==> config.mk <==
export PLATFORM = sky130hd
export DESIGN_NAME = uart_rx_deserializer
export DESIGN_NICKNAME = d
export VERILOG_FILES = /design/src/rtl/uart_rx_deserializer.sv
export SDC_FILE = /design/constraint.sdc
export NUM_CORES = 1
export LEC_CHECK = 0
export BUFFER_PORTS_ARGS = -buffer_cell sky130_fd_sc_hd__buf_4
export CAP_MARGIN = 20
export CORE_UTILIZATION = 30
export DETAILED_ROUTE_END_ITERATION = 8
export PLACE_DENSITY = 0.55
export SLEW_MARGIN = 10
export SYNTH_ARGS = -nofsm -noshare
export SYNTH_HDL_FRONTEND = slang
export SYNTH_SLANG_ARGS = --single-unit
==> constraint.sdc <==
create_clock -name clk -period 4.21 [get_ports clk]
set_clock_uncertainty 0.2 [all_clocks]
set_input_delay 0 -clock clk [delete_from_list [all_inputs] [get_ports clk]]
set_output_delay 0 -clock clk [all_outputs]
set_load 0.01 [all_outputs]
==> src/rtl/uart_rx_deserializer.sv <==
// 8N1 UART receive deserializer: synchronises RxD, validates start/stop bits, emits bytes LSB-first.
// Optional UART_RX_MAJORITY_EN: 2-of-3 majority vote around every sample point (+1 cycle latency).
module uart_rx_deserializer #(
  parameter int unsigned CLKS_PER_BIT = 434
) (
  input  logic       clk,
  input  logic       rst,
  input  logic       RxD,
  output logic [7:0] RxD_data,
  output logic       RxD_data_ready,
  output logic       RxD_idle,
  output logic       framing_err
);

  localparam int unsigned CW = $clog2(CLKS_PER_BIT);

  localparam logic [CW-1:0] FULL_TAP = CW'(CLKS_PER_BIT - 1);
`ifdef UART_RX_MAJORITY_EN
  // Vote is complete one cycle after the nominal start instant.
  localparam logic [CW-1:0] START_TAP = CW'(CLKS_PER_BIT / 2);
`else
  localparam logic [CW-1:0] START_TAP = CW'(CLKS_PER_BIT / 2 - 1);
`endif

  localparam logic [2:0] S_IDLE    = 3'd0;
  localparam logic [2:0] S_START   = 3'd1;
  localparam logic [2:0] S_DATA    = 3'd2;
  localparam logic [2:0] S_STOP    = 3'd3;
  localparam logic [2:0] S_RECOVER = 3'd4;

  logic          rx_meta;
  logic          rx_s;
  logic          bit_s;

  logic [2:0]    state,     state_nxt;
  logic [CW-1:0] cnt,       cnt_nxt;
  logic [2:0]    idx,       idx_nxt;
  logic [7:0]    shreg,     shreg_nxt;
  logic [7:0]    data_nxt;
  logic          ready_nxt;
  logic          ferr_nxt;
  logic          idle_nxt;

  // Two-flop synchroniser; idle-high reset value avoids a false start after reset.
  always_ff @(posedge clk) begin
    if (rst) begin
      rx_meta <= 1'b1;
      rx_s    <= 1'b1;
    end else begin
      rx_meta <= RxD;
      rx_s    <= rx_meta;
    end
  end

`ifdef UART_RX_MAJORITY_EN
  logic rx_d1;
  logic rx_d2;

  always_ff @(posedge clk) begin
    if (rst) begin
      rx_d1 <= 1'b1;
      rx_d2 <= 1'b1;
    end else begin
      rx_d1 <= rx_s;
      rx_d2 <= rx_d1;
    end
  end

  assign bit_s = (rx_s & rx_d1) | (rx_s & rx_d2) | (rx_d1 & rx_d2);
`else
  assign bit_s = rx_s;
`endif

  // State and registered outputs.
  always_ff @(posedge clk) begin
    if (rst) begin
      state          <= S_IDLE;
      cnt            <= '0;
      idx            <= '0;
      shreg          <= '0;
      RxD_data       <= '0;
      RxD_data_ready <= 1'b0;
      framing_err    <= 1'b0;
      RxD_idle       <= 1'b1;
    end else begin
      state          <= state_nxt;
      cnt            <= cnt_nxt;
      idx            <= idx_nxt;
      shreg          <= shreg_nxt;
      RxD_data       <= data_nxt;
      RxD_data_ready <= ready_nxt;
      framing_err    <= ferr_nxt;
      RxD_idle       <= idle_nxt;
    end
  end

  // Next-state and output decode.
  always_comb begin
    state_nxt = state;
    cnt_nxt   = cnt;
    idx_nxt   = idx;
    shreg_nxt = shreg;
    data_nxt  = RxD_data;
    ready_nxt = 1'b0;
    ferr_nxt  = 1'b0;

    case (state)
      S_IDLE: begin
        if (!rx_s) begin
          state_nxt = S_START;
          cnt_nxt   = '0;
        end
      end

      S_START: begin
        if (cnt == START_TAP) begin
          if (!bit_s) begin
            state_nxt = S_DATA;
            cnt_nxt   = '0;
            idx_nxt   = '0;
          end else begin
            state_nxt = S_IDLE;
          end
        end else begin
          cnt_nxt = cnt + CW'(1);
        end
      end

      S_DATA: begin
        if (cnt == FULL_TAP) begin
          shreg_nxt[idx] = bit_s;
          cnt_nxt        = '0;
          if (idx == 3'd7) begin
            state_nxt = S_STOP;
          end else begin
            idx_nxt = idx + 3'd1;
          end
        end else begin
          cnt_nxt = cnt + CW'(1);
        end
      end

      S_STOP: begin
        if (cnt == FULL_TAP) begin
          cnt_nxt = '0;
          if (bit_s) begin
            data_nxt  = shreg;
            ready_nxt = 1'b1;
            state_nxt = S_IDLE;
          end else begin
            ferr_nxt  = 1'b1;
            state_nxt = S_RECOVER;
          end
        end else begin
          cnt_nxt = cnt + CW'(1);
        end
      end

      // Hold off until a low break releases, so it is not taken as a new start bit.
      S_RECOVER: begin
        if (rx_s) begin
          state_nxt = S_IDLE;
        end
      end

      default: begin
        state_nxt = S_IDLE;
      end
    endcase

    idle_nxt = (state_nxt == S_IDLE);
  end

endmodule
==> After elaboration in Yosys (flattened, before gate mapping) <==
Cells that the tools add are included.
Widths: inputs -> output; s select.
{ "classes": {"n_addsub": 2, "order_cmp": 2, "n_eq_ne": 11, "muxes": 23, "n_bitwise": 2, "n_reduce_logical": 10} }
{ "ops": {"columns": ["cell", "n"], "rows": [
  ["$mux 3", 11],
  ["$mux 9", 3],
  ["$pmux 9 s3", 1],
  ["$pmux 3 s5", 1],
  ["$add 9x1->9 const B", 1],
  ["$eq 9x8->1 const B", 1],
  ["$eq 9x9->1 const B", 1],
  ["$bwmux 8", 1],
  ["$ne 2x2->1 const B", 4],
  ["$eq 3x2->1 const B", 2],
  ["$eq 3x3->1 const B", 2],
  ["$logic_not 3->1", 2],
  ["$pmux 3 s2", 1],
  ["$reduce_and 5->1", 1],
  ["$lt 3x4->1 const B", 1],
  ["$add 3x1->3 const B", 1],
  ["$demux 1 s3", 1],
  ["$eq 3x1->1 const B", 1],
  ["$ge 3x1->1 const B", 1],
  ["$mux 1", 3],
  ["$reduce_and 3->1", 1],
  ["$reduce_bool 3->1", 1],
  ["$reduce_or 3->1", 1],
  ["$mux 2", 1],
  ["5 further kinds", 6]
]} }
{ "word_totals": {"regBits": 36, "out_inout_bits": 11} }

==> Depth between registers and ports, before layout <==
{ "logic_depth": {"word_depth": 5, "depth_mapped": 9} }

==> Least setup slack after synthesis <==
No wires, ideal clock.
{ "synth_timing": {"kind": "register -> register", "startpoint": "register cnt[1]", "endpoint": "register cnt[6]", "arrival_time_ps": 1715, "t_required_ps": 3931, "setup_slack_ps": 2216, "path_stages_with_launch": 10, "cell_sequence": "dfxtp_1 > inv_1 > ha_1 > and4bb_1 > buf_6 > a31oi_4 > o211ai_2 > buf_4 > or3_1 > o211ai_1"} }
{ "synth_via": {"elab_chain_len": 3, "word_cells_on_any_way": 6, "cone_classes": "add/sub (1); eq/ne (2); mux (3)"} }
{ "synth_lines": {"columns": ["item", "line_no", "text"], "rows": [
  ["start, declared", "36", "logic [CW-1:0] cnt, cnt_nxt;"],
  ["start signal, assigned", "87", "cnt <= cnt_nxt;"],
  ["$add 9x1->9, or another cell as far along", "125, 139, 155", null],
  ["$mux 9, on equally long branches", "130, 144, 116", null],
  ["$pmux 9 s3 *", "107", "case (state)"]
]} }
Every way passes the cells marked *; elsewhere a longest branch is shown, timed or not.
A chain may end at the register's enable or synchronous reset.

==> Worst setup path after layout <==
{ "layout_timing": {"startpoint": "register cnt[1]", "endpoint": "register RxD_data[6]"} }
{ "layout_via": {"elab_chain_len": 2} }
{ "layout_lines": {"columns": ["item", "line_no", "text"], "rows": [
  ["$eq 9x9->1", "144", "if (cnt == FULL_TAP) begin"],
  ["$reduce_and 3->1 (no line)", null, null],
  ["end signal, assigned", "90", "RxD_data <= data_nxt;"],
  ["end, declared", "9", "output logic [7:0] RxD_data,"]
]} }
Every way passes these cells.

==> metrics.cfg <==
[grt]
grt_pass1_vias = 1283
antenna_found_initial = 0
grt_overflow_total = 0
grt_util_all_layers_pct = 12.1
grt_pass1_wl_mm = 5.96
grt_max_degree = 31

[yosys]
yosysUniqueCellTypes = 47
synth_xor_area_share_pct = 0.483
synth_top_family_by_area = simple AND/OR/NAND/NOR gates
synthArstFlopShare_pct = 0
synth_top_cell_area_share_pct = 39.8
synthSimpleGateAreaFrac_pct = 27.3
yosysTopAreaCell = dfxtp_1
synth_compound_area_share_pct = 15.6
syn-mean-instance-area_um2 = 8.97
synth_fa_ha_area_share_pct = 3.45
syn_area_mm2 = 0.00181
synth_area_leaders = dfxtp_1 40%, mux2i_1 7.7%, nor2_1 5.2%
yosysSeqAreaShare_pct = 39.8
synth_ff_type = dfxtp_1
synth.ff_latch_count = 36
yosysWarnings = 0
synth_mux_area_share_pct = 7.73
syn_nets = 210
syn_inst = 202
synth_edf_count = 0

[final_layout]
seqCellArea_um2 = 721
antenna_cells = 0
syn_to_final_growth_pct = 14.0
nets = 220
multi_input_area_um2 = 990
drive_above_1_share_pct = 15.0
mostFrequentLayoutCells = 36 x dfxtp_1, 25 x nor2_1, 17 x nand3_1
final_common_cell = dfxtp_1
nFillCells = 601

[detailed_routing]
vias_per_cell = 4.89
wl_per_cell_um = 12.0
drt_wl_total_mm = 3.41
first_pass_iters = 4
vias = 1394
dr.first_iter.drc_count = 112
drc = 0
postRouteAntennaNets = 0

[hold_path]
hp-class = register to register

[power]
totalPowerFinal_mw = 0.676
irDropWorstVdd_mv = 0.122
leakagePower_nw = 0.772
power_density_mw_per_mm2 = 327

[clock_network]
path_clk_slew_ns = 0.07
root_buffer = clkbuf_8
post_cts_resized = 0
ctsHtreeMaxLevel = 2
cts_made_buffers = 5
cts_tree = yes
clock-sinks = 36
hold_buffers = 3
clk-insertion-delay-late_ns = 0.29
clock_path_buffers = 2
cts_setup_buffers = 0

[placed_design]
pre_cts_ws_ns = 1.81
port_buffers = 13
hpwl_mm = 2.30
gp_congestion = 0.782

[sta]
rsz0062_at_grt = false
max_freq_ghz = 0.426
max_slew_margin_pct = 59.5
worst_slack_ns = 1.86
setup_violations = 0
hold_viol_final = 0
period_share_pct = 55.8
min_period_ns = 2.35
finalSetupTns_ns = 0
report.final.slew_viol_count = 0
tightestPinTransition_ns = 0.606

[run]
drv_cap = 0

[floorplan]
rows = 27
coreArea_mm2 = 0.00568
dieArea_mm2 = 0.00635
die_h_um = 79.7
start_util_pct = 31.9
die_width_um = 79.7
ioPinCount = 14

[setup_path]
cp_data_arrival_time_ns = 2.32
critPathCaptureType = register
crit_fanout = 9
critical_path_class = register to register
worstPathRequired_ns = 4.18
cp-start-kind = register

[run_status]
outcome = complete, no violations

worst paths after layout:
kind                              start  depth (start not counted)     endpoint  slack (ns)
worst min register to register  rx_meta                          1        bit_s        0.21
worst max register to register   cnt[1]                          7  RxD_data[6]        1.86
worst min-delay path            rx_meta                          1        bit_s        0.21
worst max-delay path             cnt[1]                          7  RxD_data[6]        1.86
area by class of cell:
class                   count  share of cell area [%]
clock buffers               5                    3.33
clock inverters             3                    2.06
inverters                   7                    1.27
multi-input cells         146                    47.9
flip-flops and latches     36                    34.9
well taps                  72                    4.36
repair buffers             16                    6.18
report_power, final:
| part | leakage [nW] | switching, mW | internal, mW |
|---|---|---|---|
| combinational | 0.427 | 0.0152 | 0.0115 |
| sequential | 0.291 | 0.00434 | 0.343 |
| clock | 0.0541 | 0.127 | 0.175 |
routing by layer:
layer	up-vias	share of wire, %	track usage, %
li1	738	-	-
met1	629	52	16.4
met2	21	43	17.6
met3	6	3.0	3.09
met4	0	2.0	6.00
met5	-	0	0
stage by stage:
stage | instances | hold slack, ns | instance area [um2] | util, %
detailed placement | 274 | -0.0130 | 1920 | 33.9
CTS | 285 | 0.217 | 2070 | 36.4
global placement | 274 | -0.0125 | 1920 | 33.9
floorplan | 202 | -0.116 | 1810 | -
global route | 285 | 0.242 | 2070 | 36.4
finish | 285 | 0.214 | 2070 | 36.4
flip-flops by register name (all words and copies together) (netlist names), 3 cells and up:
signal    cells
state         3
idx           3
cnt           9
shreg         8
RxD_data      8
critical path: stages (launching register included):
cell and delay [ns]:
dfxtp_1 0.34, inv_1 0.11, ha_1 0.14, and4bb_1 0.38, and2_1 0.20, nand4_1 0.49
mux2i_1 0.31, nor2_1 0.06
Yosys cell counts (all sizes together), types with 5 or more instances:
cell / number
nand3: 17
buf: 7
clkbuf: 6
inv: 7
o21ai: 5
ha: 5
mux2i: 14
o211ai: 7
a21oi: 10
nor2: 25
nand2: 12
dfxtp: 36
logic make-up (layout without fill, tap and decap cells):
| logic type | count (synthesis) | count (layout) |
|---|---|---|
| adder cells (fa/ha/maj) | 5 | 5 |
| AO/OA/AOI/OAI | 36 | 36 |
| flip-flops | 36 | 36 |
| XOR/XNOR | 1 | 1 |
| multiplexers | 14 | 14 |
| AND/OR/NAND/NOR | 90 | 90 |
| buffers and inverters | 20 | 31 |
No activity file was read; power rests on OpenSTA's default activity.
